[src/rtl/axi_pkg.sv]
// Shared AXI-lite definitions for the CPU memory bridges.
// Contents: bridge FSM state encoding, AXI response codes, default
// protection attributes for the data and instruction-fetch instances.
package axi_pkg;

  typedef enum logic [2:0] {
    S_IDLE,
    S_AR,
    S_RD,
    S_WA,
    S_WB,
    S_RESP
  } state_e;

  localparam logic [1:0] RESP_OKAY   = 2'b00;
  localparam logic [1:0] RESP_EXOKAY = 2'b01;
  localparam logic [1:0] RESP_SLVERR = 2'b10;
  localparam logic [1:0] RESP_DECERR = 2'b11;

  localparam logic [2:0] PROT_DATA = 3'b000;
  localparam logic [2:0] PROT_INSN = 3'b100;

endpackage

[src/rtl/mem_axi_bridge_if.sv]
// Bundle of the CPU request/response handshake and the five AXI-lite
// channels between the bridge and the memory slave.
// master : bridge view (accepts CPU requests, drives AR/AW/W, sinks R/B)
// slave  : environment view (CPU requester plus AXI-lite memory)
interface mem_axi_bridge_if #(
  parameter int BUS_WIDTH  = 32,
  parameter int DATA_WIDTH = 32
);
  // CPU side
  logic                    req_valid;
  logic                    req_ready;
  logic                    req_we;
  logic [BUS_WIDTH-1:0]    req_addr;
  logic [DATA_WIDTH-1:0]   req_wdata;
  logic [DATA_WIDTH/8-1:0] req_wmask;
  logic                    resp_valid;
  logic                    resp_ready;
  logic [DATA_WIDTH-1:0]   resp_rdata;
  logic                    resp_err;
  // AXI-lite read
  logic                    ar_valid;
  logic                    ar_ready;
  logic [BUS_WIDTH-1:0]    ar_addr;
  logic [2:0]              ar_prot;
  logic                    rd_valid;
  logic                    rd_ready;
  logic [DATA_WIDTH-1:0]   rd_data;
  // AXI-lite write
  logic                    aw_valid;
  logic                    aw_ready;
  logic [BUS_WIDTH-1:0]    aw_addr;
  logic [2:0]              aw_prot;
  logic                    wd_valid;
  logic                    wd_ready;
  logic [DATA_WIDTH-1:0]   wd_data;
  logic [DATA_WIDTH/8-1:0] wstrb;
  logic                    wr_valid;
  logic                    wr_ready;
  logic [1:0]              wr_breap;

  modport master (
    input  req_valid, req_we, req_addr, req_wdata, req_wmask, resp_ready,
           ar_ready, rd_valid, rd_data, aw_ready, wd_ready, wr_valid, wr_breap,
    output req_ready, resp_valid, resp_rdata, resp_err,
           ar_valid, ar_addr, ar_prot, rd_ready,
           aw_valid, aw_addr, aw_prot, wd_valid, wd_data, wstrb, wr_ready
  );

  modport slave (
    output req_valid, req_we, req_addr, req_wdata, req_wmask, resp_ready,
           ar_ready, rd_valid, rd_data, aw_ready, wd_ready, wr_valid, wr_breap,
    input  req_ready, resp_valid, resp_rdata, resp_err,
           ar_valid, ar_addr, ar_prot, rd_ready,
           aw_valid, aw_addr, aw_prot, wd_valid, wd_data, wstrb, wr_ready
  );
endinterface

[src/rtl/mem_axi_bridge.sv]
// Single-outstanding AXI-lite master: turns one CPU memory request into
// an AR/R or AW+W/B transaction and returns a response to the CPU.
// Ports:
//   clk   - rising-edge clock
//   reset - asynchronous active-high reset; abandons any transaction
//   bus   - mem_axi_bridge_if.master (CPU req/resp + AXI-lite channels)
// Every output is a flop, so no AXI input reaches an AXI output
// combinationally.
module mem_axi_bridge
  import axi_pkg::*;
#(
  parameter int         BUS_WIDTH  = 32,
  parameter int         DATA_WIDTH = 32,
  parameter logic [2:0] PROT       = PROT_DATA
) (
  input logic             clk,
  input logic             reset,
  mem_axi_bridge_if.master bus
);

  state_e                  state_q;
  logic                    req_ready_q;
  logic                    ar_valid_q, rd_ready_q;
  logic                    aw_valid_q, wd_valid_q, wr_ready_q;
  logic                    aw_done_q, w_done_q;
  logic                    resp_valid_q, resp_err_q;
  logic [DATA_WIDTH-1:0]   resp_rdata_q;
  logic [BUS_WIDTH-1:0]    addr_q;
  logic [DATA_WIDTH-1:0]   wdata_q;
  logic [DATA_WIDTH/8-1:0] wmask_q;

  logic aw_hs, w_hs, aw_fin_d, w_fin_d;

  assign aw_hs    = aw_valid_q & bus.aw_ready;
  assign w_hs     = wd_valid_q & bus.wd_ready;
  // A channel counts as finished if it completed earlier or completes now.
  assign aw_fin_d = aw_done_q | aw_hs;
  assign w_fin_d  = w_done_q  | w_hs;

  always_ff @(posedge clk or posedge reset) begin
    if (reset) begin
      state_q      <= S_IDLE;
      req_ready_q  <= 1'b1;
      ar_valid_q   <= 1'b0;
      rd_ready_q   <= 1'b0;
      aw_valid_q   <= 1'b0;
      wd_valid_q   <= 1'b0;
      wr_ready_q   <= 1'b0;
      aw_done_q    <= 1'b0;
      w_done_q     <= 1'b0;
      resp_valid_q <= 1'b0;
      resp_err_q   <= 1'b0;
      resp_rdata_q <= '0;
      addr_q       <= '0;
      wdata_q      <= '0;
      wmask_q      <= '0;
    end else begin
      case (state_q)
        S_IDLE: begin
          if (bus.req_valid) begin
            req_ready_q <= 1'b0;
            addr_q      <= bus.req_addr;
            if (bus.req_we) begin
              wdata_q    <= bus.req_wdata;
              wmask_q    <= bus.req_wmask;
              aw_done_q  <= 1'b0;
              w_done_q   <= 1'b0;
              aw_valid_q <= 1'b1;
              wd_valid_q <= 1'b1;
              state_q    <= S_WA;
            end else begin
              ar_valid_q <= 1'b1;
              state_q    <= S_AR;
            end
          end
        end
        S_AR: begin
          if (bus.ar_ready) begin
            ar_valid_q <= 1'b0;
            rd_ready_q <= 1'b1;
            state_q    <= S_RD;
          end
        end
        S_RD: begin
          if (bus.rd_valid) begin
            rd_ready_q   <= 1'b0;
            resp_rdata_q <= bus.rd_data;
            resp_err_q   <= 1'b0;
            resp_valid_q <= 1'b1;
            state_q      <= S_RESP;
          end
        end
        S_WA: begin
          // AW and W retire independently; a retired channel is never re-issued.
          if (aw_hs) begin
            aw_valid_q <= 1'b0;
            aw_done_q  <= 1'b1;
          end
          if (w_hs) begin
            wd_valid_q <= 1'b0;
            w_done_q   <= 1'b1;
          end
          if (aw_fin_d && w_fin_d) begin
            wr_ready_q <= 1'b1;
            state_q    <= S_WB;
          end
        end
        S_WB: begin
          if (bus.wr_valid) begin
            wr_ready_q   <= 1'b0;
            resp_err_q   <= (bus.wr_breap != RESP_OKAY);
            resp_rdata_q <= '0;
            resp_valid_q <= 1'b1;
            state_q      <= S_RESP;
          end
        end
        S_RESP: begin
          if (bus.resp_ready) begin
            resp_valid_q <= 1'b0;
            req_ready_q  <= 1'b1;
            state_q      <= S_IDLE;
          end
        end
        default: state_q <= S_IDLE;
      endcase
    end
  end

  assign bus.req_ready  = req_ready_q;
  assign bus.resp_valid = resp_valid_q;
  assign bus.resp_rdata = resp_rdata_q;
  assign bus.resp_err   = resp_err_q;
  assign bus.ar_valid   = ar_valid_q;
  assign bus.ar_addr    = addr_q;
  assign bus.ar_prot    = PROT;
  assign bus.rd_ready   = rd_ready_q;
  assign bus.aw_valid   = aw_valid_q;
  assign bus.aw_addr    = addr_q;
  assign bus.aw_prot    = PROT;
  assign bus.wd_valid   = wd_valid_q;
  assign bus.wd_data    = wdata_q;
  assign bus.wstrb      = wmask_q;
  assign bus.wr_ready   = wr_ready_q;

endmodule

[src/flat_wrapper.sv]
// flat-port wrapper written by rule: the top's interface ports become plain ports
module mem_axi_bridge_flat import axi_pkg::*;
#(
  parameter int         BUS_WIDTH  = 32,
  parameter int         DATA_WIDTH = 32,
  parameter logic [2:0] PROT       = PROT_DATA
)
  (clk, reset, bus_req_valid, bus_req_we, bus_req_addr, bus_req_wdata, bus_req_wmask, bus_resp_ready, bus_ar_ready, bus_rd_valid, bus_rd_data, bus_aw_ready, bus_wd_ready, bus_wr_valid, bus_wr_breap, bus_req_ready, bus_resp_valid, bus_resp_rdata, bus_resp_err, bus_ar_valid, bus_ar_addr, bus_ar_prot, bus_rd_ready, bus_aw_valid, bus_aw_addr, bus_aw_prot, bus_wd_valid, bus_wd_data, bus_wstrb, bus_wr_ready);
  mem_axi_bridge_if #(.BUS_WIDTH(BUS_WIDTH), .DATA_WIDTH(DATA_WIDTH)) bus_i ();
  input logic clk;
  input logic reset;
  input wire logic [$bits(bus_i.req_valid)-1:0] bus_req_valid;
  input wire logic [$bits(bus_i.req_we)-1:0] bus_req_we;
  input wire logic [$bits(bus_i.req_addr)-1:0] bus_req_addr;
  input wire logic [$bits(bus_i.req_wdata)-1:0] bus_req_wdata;
  input wire logic [$bits(bus_i.req_wmask)-1:0] bus_req_wmask;
  input wire logic [$bits(bus_i.resp_ready)-1:0] bus_resp_ready;
  input wire logic [$bits(bus_i.ar_ready)-1:0] bus_ar_ready;
  input wire logic [$bits(bus_i.rd_valid)-1:0] bus_rd_valid;
  input wire logic [$bits(bus_i.rd_data)-1:0] bus_rd_data;
  input wire logic [$bits(bus_i.aw_ready)-1:0] bus_aw_ready;
  input wire logic [$bits(bus_i.wd_ready)-1:0] bus_wd_ready;
  input wire logic [$bits(bus_i.wr_valid)-1:0] bus_wr_valid;
  input wire logic [$bits(bus_i.wr_breap)-1:0] bus_wr_breap;
  output wire logic [$bits(bus_i.req_ready)-1:0] bus_req_ready;
  output wire logic [$bits(bus_i.resp_valid)-1:0] bus_resp_valid;
  output wire logic [$bits(bus_i.resp_rdata)-1:0] bus_resp_rdata;
  output wire logic [$bits(bus_i.resp_err)-1:0] bus_resp_err;
  output wire logic [$bits(bus_i.ar_valid)-1:0] bus_ar_valid;
  output wire logic [$bits(bus_i.ar_addr)-1:0] bus_ar_addr;
  output wire logic [$bits(bus_i.ar_prot)-1:0] bus_ar_prot;
  output wire logic [$bits(bus_i.rd_ready)-1:0] bus_rd_ready;
  output wire logic [$bits(bus_i.aw_valid)-1:0] bus_aw_valid;
  output wire logic [$bits(bus_i.aw_addr)-1:0] bus_aw_addr;
  output wire logic [$bits(bus_i.aw_prot)-1:0] bus_aw_prot;
  output wire logic [$bits(bus_i.wd_valid)-1:0] bus_wd_valid;
  output wire logic [$bits(bus_i.wd_data)-1:0] bus_wd_data;
  output wire logic [$bits(bus_i.wstrb)-1:0] bus_wstrb;
  output wire logic [$bits(bus_i.wr_ready)-1:0] bus_wr_ready;
  assign bus_i.req_valid = bus_req_valid;
  assign bus_i.req_we = bus_req_we;
  assign bus_i.req_addr = bus_req_addr;
  assign bus_i.req_wdata = bus_req_wdata;
  assign bus_i.req_wmask = bus_req_wmask;
  assign bus_i.resp_ready = bus_resp_ready;
  assign bus_i.ar_ready = bus_ar_ready;
  assign bus_i.rd_valid = bus_rd_valid;
  assign bus_i.rd_data = bus_rd_data;
  assign bus_i.aw_ready = bus_aw_ready;
  assign bus_i.wd_ready = bus_wd_ready;
  assign bus_i.wr_valid = bus_wr_valid;
  assign bus_i.wr_breap = bus_wr_breap;
  assign bus_req_ready = bus_i.req_ready;
  assign bus_resp_valid = bus_i.resp_valid;
  assign bus_resp_rdata = bus_i.resp_rdata;
  assign bus_resp_err = bus_i.resp_err;
  assign bus_ar_valid = bus_i.ar_valid;
  assign bus_ar_addr = bus_i.ar_addr;
  assign bus_ar_prot = bus_i.ar_prot;
  assign bus_rd_ready = bus_i.rd_ready;
  assign bus_aw_valid = bus_i.aw_valid;
  assign bus_aw_addr = bus_i.aw_addr;
  assign bus_aw_prot = bus_i.aw_prot;
  assign bus_wd_valid = bus_i.wd_valid;
  assign bus_wd_data = bus_i.wd_data;
  assign bus_wstrb = bus_i.wstrb;
  assign bus_wr_ready = bus_i.wr_ready;
  mem_axi_bridge #(.BUS_WIDTH(BUS_WIDTH), .DATA_WIDTH(DATA_WIDTH), .PROT(PROT)) u_core (.clk(clk), .reset(reset), .bus(bus_i));
endmodule
[config.mk]
export PLATFORM = sky130hd
export DESIGN_NAME = mem_axi_bridge_flat
export DESIGN_NICKNAME = d
export VERILOG_FILES = /design/src/rtl/axi_pkg.sv /design/src/rtl/mem_axi_bridge_if.sv /design/src/rtl/mem_axi_bridge.sv /design/src/flat_wrapper.sv
export SDC_FILE = /design/constraint.sdc
export NUM_CORES = 1
export LEC_CHECK = 0
export CORE_MARGIN = 5
export CORE_UTILIZATION = 25
export CTS_CLUSTER_DIAMETER = 60
export DETAILED_ROUTE_END_ITERATION = 6
export SETUP_SLACK_MARGIN = 0.2
export SLEW_MARGIN = 20
export SYNTH_ARGS = -nofsm -noshare
export SYNTH_HDL_FRONTEND = slang
export SYNTH_SLANG_ARGS = --single-unit
export TNS_END_PERCENT = 50
[constraint.sdc]
create_clock -name clk -period 11.1 [get_ports clk]
set_input_delay 1.665 -clock clk [delete_from_list [all_inputs] [get_ports clk]]
set_output_delay 1.665 -clock clk [all_outputs]
set_load 0.01 [all_outputs]
Word-level counts from Yosys, hierarchy flattened
Index checks and enable logic that the tools add are counted.
- logic and storage cells: 97
- register bits: 113
- multiplexer cells: 42
- reduce and logical (&&, ||, !) cells: 21
- equal/unequal tests: 15
- bitwise logic cells: 4
- operators by type and width (kind ; number):
    32-bit two-way mux ; 2
    32-bit case mux with 2 select lines ; 1
    1-bit two-way mux ; 21
    3-bit two-way mux ; 6
    1-bit case mux with 2 select lines ; 9
    3-bit case mux with 6 select lines ; 1
    4-bit AND reduction ; 4
    3-bit AND reduction ; 5
    2-bit != test, second input constant ; 7
    2-bit nonzero test ; 7
    3-bit by 2-bit == test with 1-bit output, second input constant ; 2
    3-bit == test, second input constant ; 2
    2-bit by 1-bit != test with 1-bit output, second input constant ; 3
    6-bit AND reduction ; 1
    3-bit by 1-bit == test with 1-bit output, second input constant ; 1
    3-bit zero test ; 1
    1-bit case mux with 3 select lines ; 1
    3-bit nonzero test ; 1
    1-bit bitwise AND ; 2
    2-bit two-way mux ; 1
    1-bit bitwise OR ; 2
    2-bit AND reduction ; 1
    1-bit logical AND ; 1

Depth between registers and ports, before layout
- depth after elaboration: 5
- gate-level depth with buffers: 7
- depth with buffers taken out: 4

Worst setup path before layout
No wires, ideal clock.
- path kind: input port to flip-flop
- start point: input bus_req_valid
- end point: register u_core.wdata_q[19] (netlist: u_core.bus.wd_data[19])
- stages on the path: 6
- arrival time: 2668 ps
- slack: 8304 ps
- library setup time: 128 ps
- path buffers: 2
- cell sequence: nand2b_4 > nor3_4 > nand2_2 > buf_6 > buf_2 > mux2_1
- longest elaborated chain between the ends: 1
- ends and longest elaborated chain (item ; line ; source):
    start: declaration ; flat_wrapper.sv:12 ; input wire logic [$bits(bus_i.req_valid)-1:0] bus_req_valid;
    3-bit AND reduction (no line) ; - ;
    end signal: assignment ; mem_axi_bridge.sv:64 ; wdata_q <= bus.req_wdata;
    end: declaration ; mem_axi_bridge.sv:29 ; logic [DATA_WIDTH-1:0] wdata_q;
Every way passes these cells.
A chain may end at the register's enable or synchronous reset.

Worst setup path in the final report
- start point: input bus_req_valid
- end point: register u_core.wdata_q[20] (netlist: u_core.bus.wd_data[20])
Same word-level chain as after synthesis.

==> summary.txt <==
Detailed routing
  – Top Layer Used: met4
  – Met3 Routed Length: 1.69 mm
  – Via/cell ratio: between 4 and 5
  – Final WL: 13.7 mm
  – Drt pass-1 iters: 4
  – 1st-iter DRT viols: 58
  – DR WL met2: 6.55 mm
  – Drt drc: 0
  – DR WL/cell: 15.8 um
  – DRT met1 WL: between 5 and 6 mm
  – Post-DRT Antenna Nets: 0
  – DR vias: 3667

Critical path
  – Crit end category: flip-flop
  – Delay-heaviest family, CP: buffers and inverters
  – Cells along the critical path: clkdlybuf4s50_1, nand2b_4, nor3_4, buf_4, nand2_2, mux2_1
  – CP Launch Type: primary input
  – Worst R2R End: u_core.bus.wd_data[20]$_DFFE_PP0P_
  – Max stage delay on crit path: 0.62 ns
  – Crit Path Class: primary input to flip-flop
  – Worst Path Required: roughly 11 ns
  – Reg2Reg Setup Slack: approximately 8.5 ns
  – R2r startpoint: u_core.state_q[0]$_DFFE_PP0P_
  – Worst r2r path cells: 5
  – CP bufs+invs: 2
  – Crit-path max FO: 38
  – CP arrival: 4.08 ns
  – Slowest cell on the critical path: nand2_2

Synth
  – Asr flop ratio synth: 100%
  – Ys flop type: dfrtp_1
  – Mapped Cells: between 400 and 500
  – Count leader, synth: dfrtp_1
  – Number of synthesized flops with an enable pin: 0
  – Netlist cell types: 33
  – Cell Area, Synth: 4760 um^2
  – Ys Warns: 0
  – Avg Cell Area, Syn: roughly 12 um^2
  – Register bit total from synthesis: between 100 and 150
  – Synth top area share: 58.8%
  – Post-synth top cells: dfrtp_1 (112), nand2_1 (76), mux2_2 (50)
  – Dominant cell type by area after synthesis: dfrtp_1
  – Post-synthesis sequential area ratio: between 50 and 60%
  – Top cells by area, synth: dfrtp_1 (59%), mux2_2 (12%), buf_4 (6.1%)

Clocking
  – Clock Sinks: roughly 110
  – Num CTS Buffers: 17
  – Setup bufs post-CTS: 0
  – Deepest clock path buffer count: 2
  – CTS root buf: clkbuf_16
  – # resized after CTS: 0
  – Clk pin slew, worst setup/hold paths: 0.06 ns
  – Clock latency at the later pin of the worst-skew pair: 0.41 ns
  – CTS Hold Buffers Added: 0
  – H-Tree Depth: 4
  – CTS tree: done

Timing
  – Setup violations, final: 0
  – Final setup margin: about 7.3 ns
  – Fmax: 0.264 GHz
  – Final Hold Fails: 0
  – Post-layout min period: ~3.8 ns
  – Clk_skew: 0.0106 ns
  – Total negative slack: 0 ns
  – Slew HR: approximately two fifths
  – Max-slew violation count: 0
  – Worst Tran Pin Value: 0.899 ns
  – RSZ-0062 raised after global routing: no
  – Period Utilization, post-route: 34.1%

Floorplan
  – Die height: 148 um
  – Row count: 50
  – Die X: 148 um
  – Area of the die: 21900 um^2
  – I/O pin count: 258
  – Starting Density: 25.5%
  – Core area: approximately 19000 um^2

GRT
  – Total congestion overflow: 0
  – Vias in the first global route: 3881
  – Pin count of the biggest net entering global routing: 68
  – Initial antenna violation count: 0
  – First-pass GRT wire length: 21.3 mm
  – Total GRT Usage: 12.3%

Hold path
  – Hold path start: u_core.bus.resp_rdata[5]$_DFFE_PP0P_
  – Worst hold path endpoint: u_core.bus.resp_rdata[5]$_DFFE_PP0P_
  – Worst Hold Class: flip-flop to flip-flop
  – Hold Crit Depth: 2

Cells and area
  – Final core area utilization: 41.8%
  – Share of cells above drive strength 1: 14.5%
  – Layout net count: 733
  – Area Overhead vs Synth: 64.0%
  – ANT cells: 0

Outcome
  – Status: complete, no violations

Pwr
  – Worst IR Drop VDD: 0.101 mV
  – Leakage power total: 0.00333 uW
  – Pwr/cell area: 295 nW/um^2

Placed design
  – I/O Buffers: between 200 and 300
  – Post-DP HPWL: between 10 and 15 mm
  – Dpl ws: around 7 ns
  – Routability Congestion: 0.774

Job
  – Max Cap Viol: 0
## worst max-delay path by stage
| stage | cells past startpoint | slack (ns) | end | start |
|---|---|---|---|---|
| 6_report | 6 | 7.31 | u_core.bus.wd_data[20]$_DFFE_PP0P_ | bus_req_valid |
| 5_1_grt | 6 | 7.16 | u_core.bus.wd_data[22]$_DFFE_PP0P_ | bus_req_valid |
| 4_1_cts | 6 | 7.26 | u_core.bus.wd_data[20]$_DFFE_PP0P_ | bus_req_valid |
| 3_5_place_dp | 6 | 6.82 | u_core.bus.wd_data[20]$_DFFE_PP0P_ | bus_req_valid |
| 3_3_place_gp | 6 | 6.95 | u_core.bus.wd_data[28]$_DFFE_PP0P_ | bus_req_valid |
| 2_1_floorplan | 1 | 6.45 | u_core.aw_done_q$_DFFE_PP0P_ | reset |
## logic make-up (layout without fill, tap and decap cells)
family                 count (synthesis)  after routing  share of synthesized area (%)
muxes                                 68             68                           16.1
AOI/OAI and AO/OA                     63             63                           7.51
DFF                                  113            113                           59.4
other                                  1              6                         0.0787
buffers and inverters                 63            290                           8.46
and+or+nand+nor                       94             94                           8.51
## routing by layer
layer,vias up,GRT usage (%)
met2,183,20.1
li1,1759,-
met3,14,6.76
met4,0,4.62
met1,1711,13.6
met5,-,0
## area by class of cell
cell class / instances / area, um^2
Inverter: 4 / 17.5
Sequential cell: 113 / 2830
Timing Repair Buffer: 254 / 2530
Clock inverter: 13 / 138
Clock buffer: 19 / 453
Tap cell: 234 / 293
Multi-Input combinational cell: 231 / 1550
Fill cell: 1760 / 10900
## state kept, by name, summed over array words and instances (netlist names)
register / count
u_core.aw_done_q: 1
u_core.bus.ar_addr: 32
u_core.bus.ar_valid: 1
u_core.bus.aw_valid: 1
u_core.bus.rd_ready: 1
u_core.bus.req_ready: 1
u_core.bus.resp_err: 1
u_core.bus.resp_rdata: 32
u_core.bus.resp_valid: 1
u_core.bus.wd_data: 32
u_core.bus.wd_valid: 1
u_core.bus.wr_ready: 1
u_core.bus.wstrb: 4
u_core.state_q: 3
u_core.w_done_q: 1
## metrics by stage
| step | hold slack (ns) | area (um^2) | cells | power [uW] |
|---|---|---|---|---|
| after CTS | 0.484 | 7820 | 868 | 2350 |
| after floorplan | 0.467 | 4780 | 407 | 1230 |
| after global routing | 0.500 | 7820 | 868 | 2450 |
| after global placement | 0.461 | 7230 | 836 | 1770 |
| after detailed placement | 0.471 | 7230 | 836 | 1800 |
| final | 0.479 | 7820 | 868 | 2310 |
## where the power goes
| part | internal, uW | switching [uW] |
|---|---|---|
| Sequential | 616 | 142 |
| Clock | 341 | 194 |
| Combinational | 612 | 401 |
## worst min-delay path, delay by kind of cell, from the launching register on
family	cells	cell delay, ns
AND/OR/NAND/NOR	1	0.04
AO/OA/AOI/OAI	1	0.06
flip-flops	1	0.34
## layout by cell type, fill, tap and decap left out, types with 3 or more instances in the layout
cell type and n:
clkinvlp_4 6, a21oi_1 7, nand2_1 76, a31oi_1 4, mux2_2 50, o22ai_1 4, o21ai_0 40, nor2_1 6
clkdlybuf4s50_1 251, clkbuf_16 17, buf_4 3, mux2_1 18, conb_1 6, dfrtp_1 112, clkinv_2 3, inv_1 3
(Power assumes the default switching activity.)
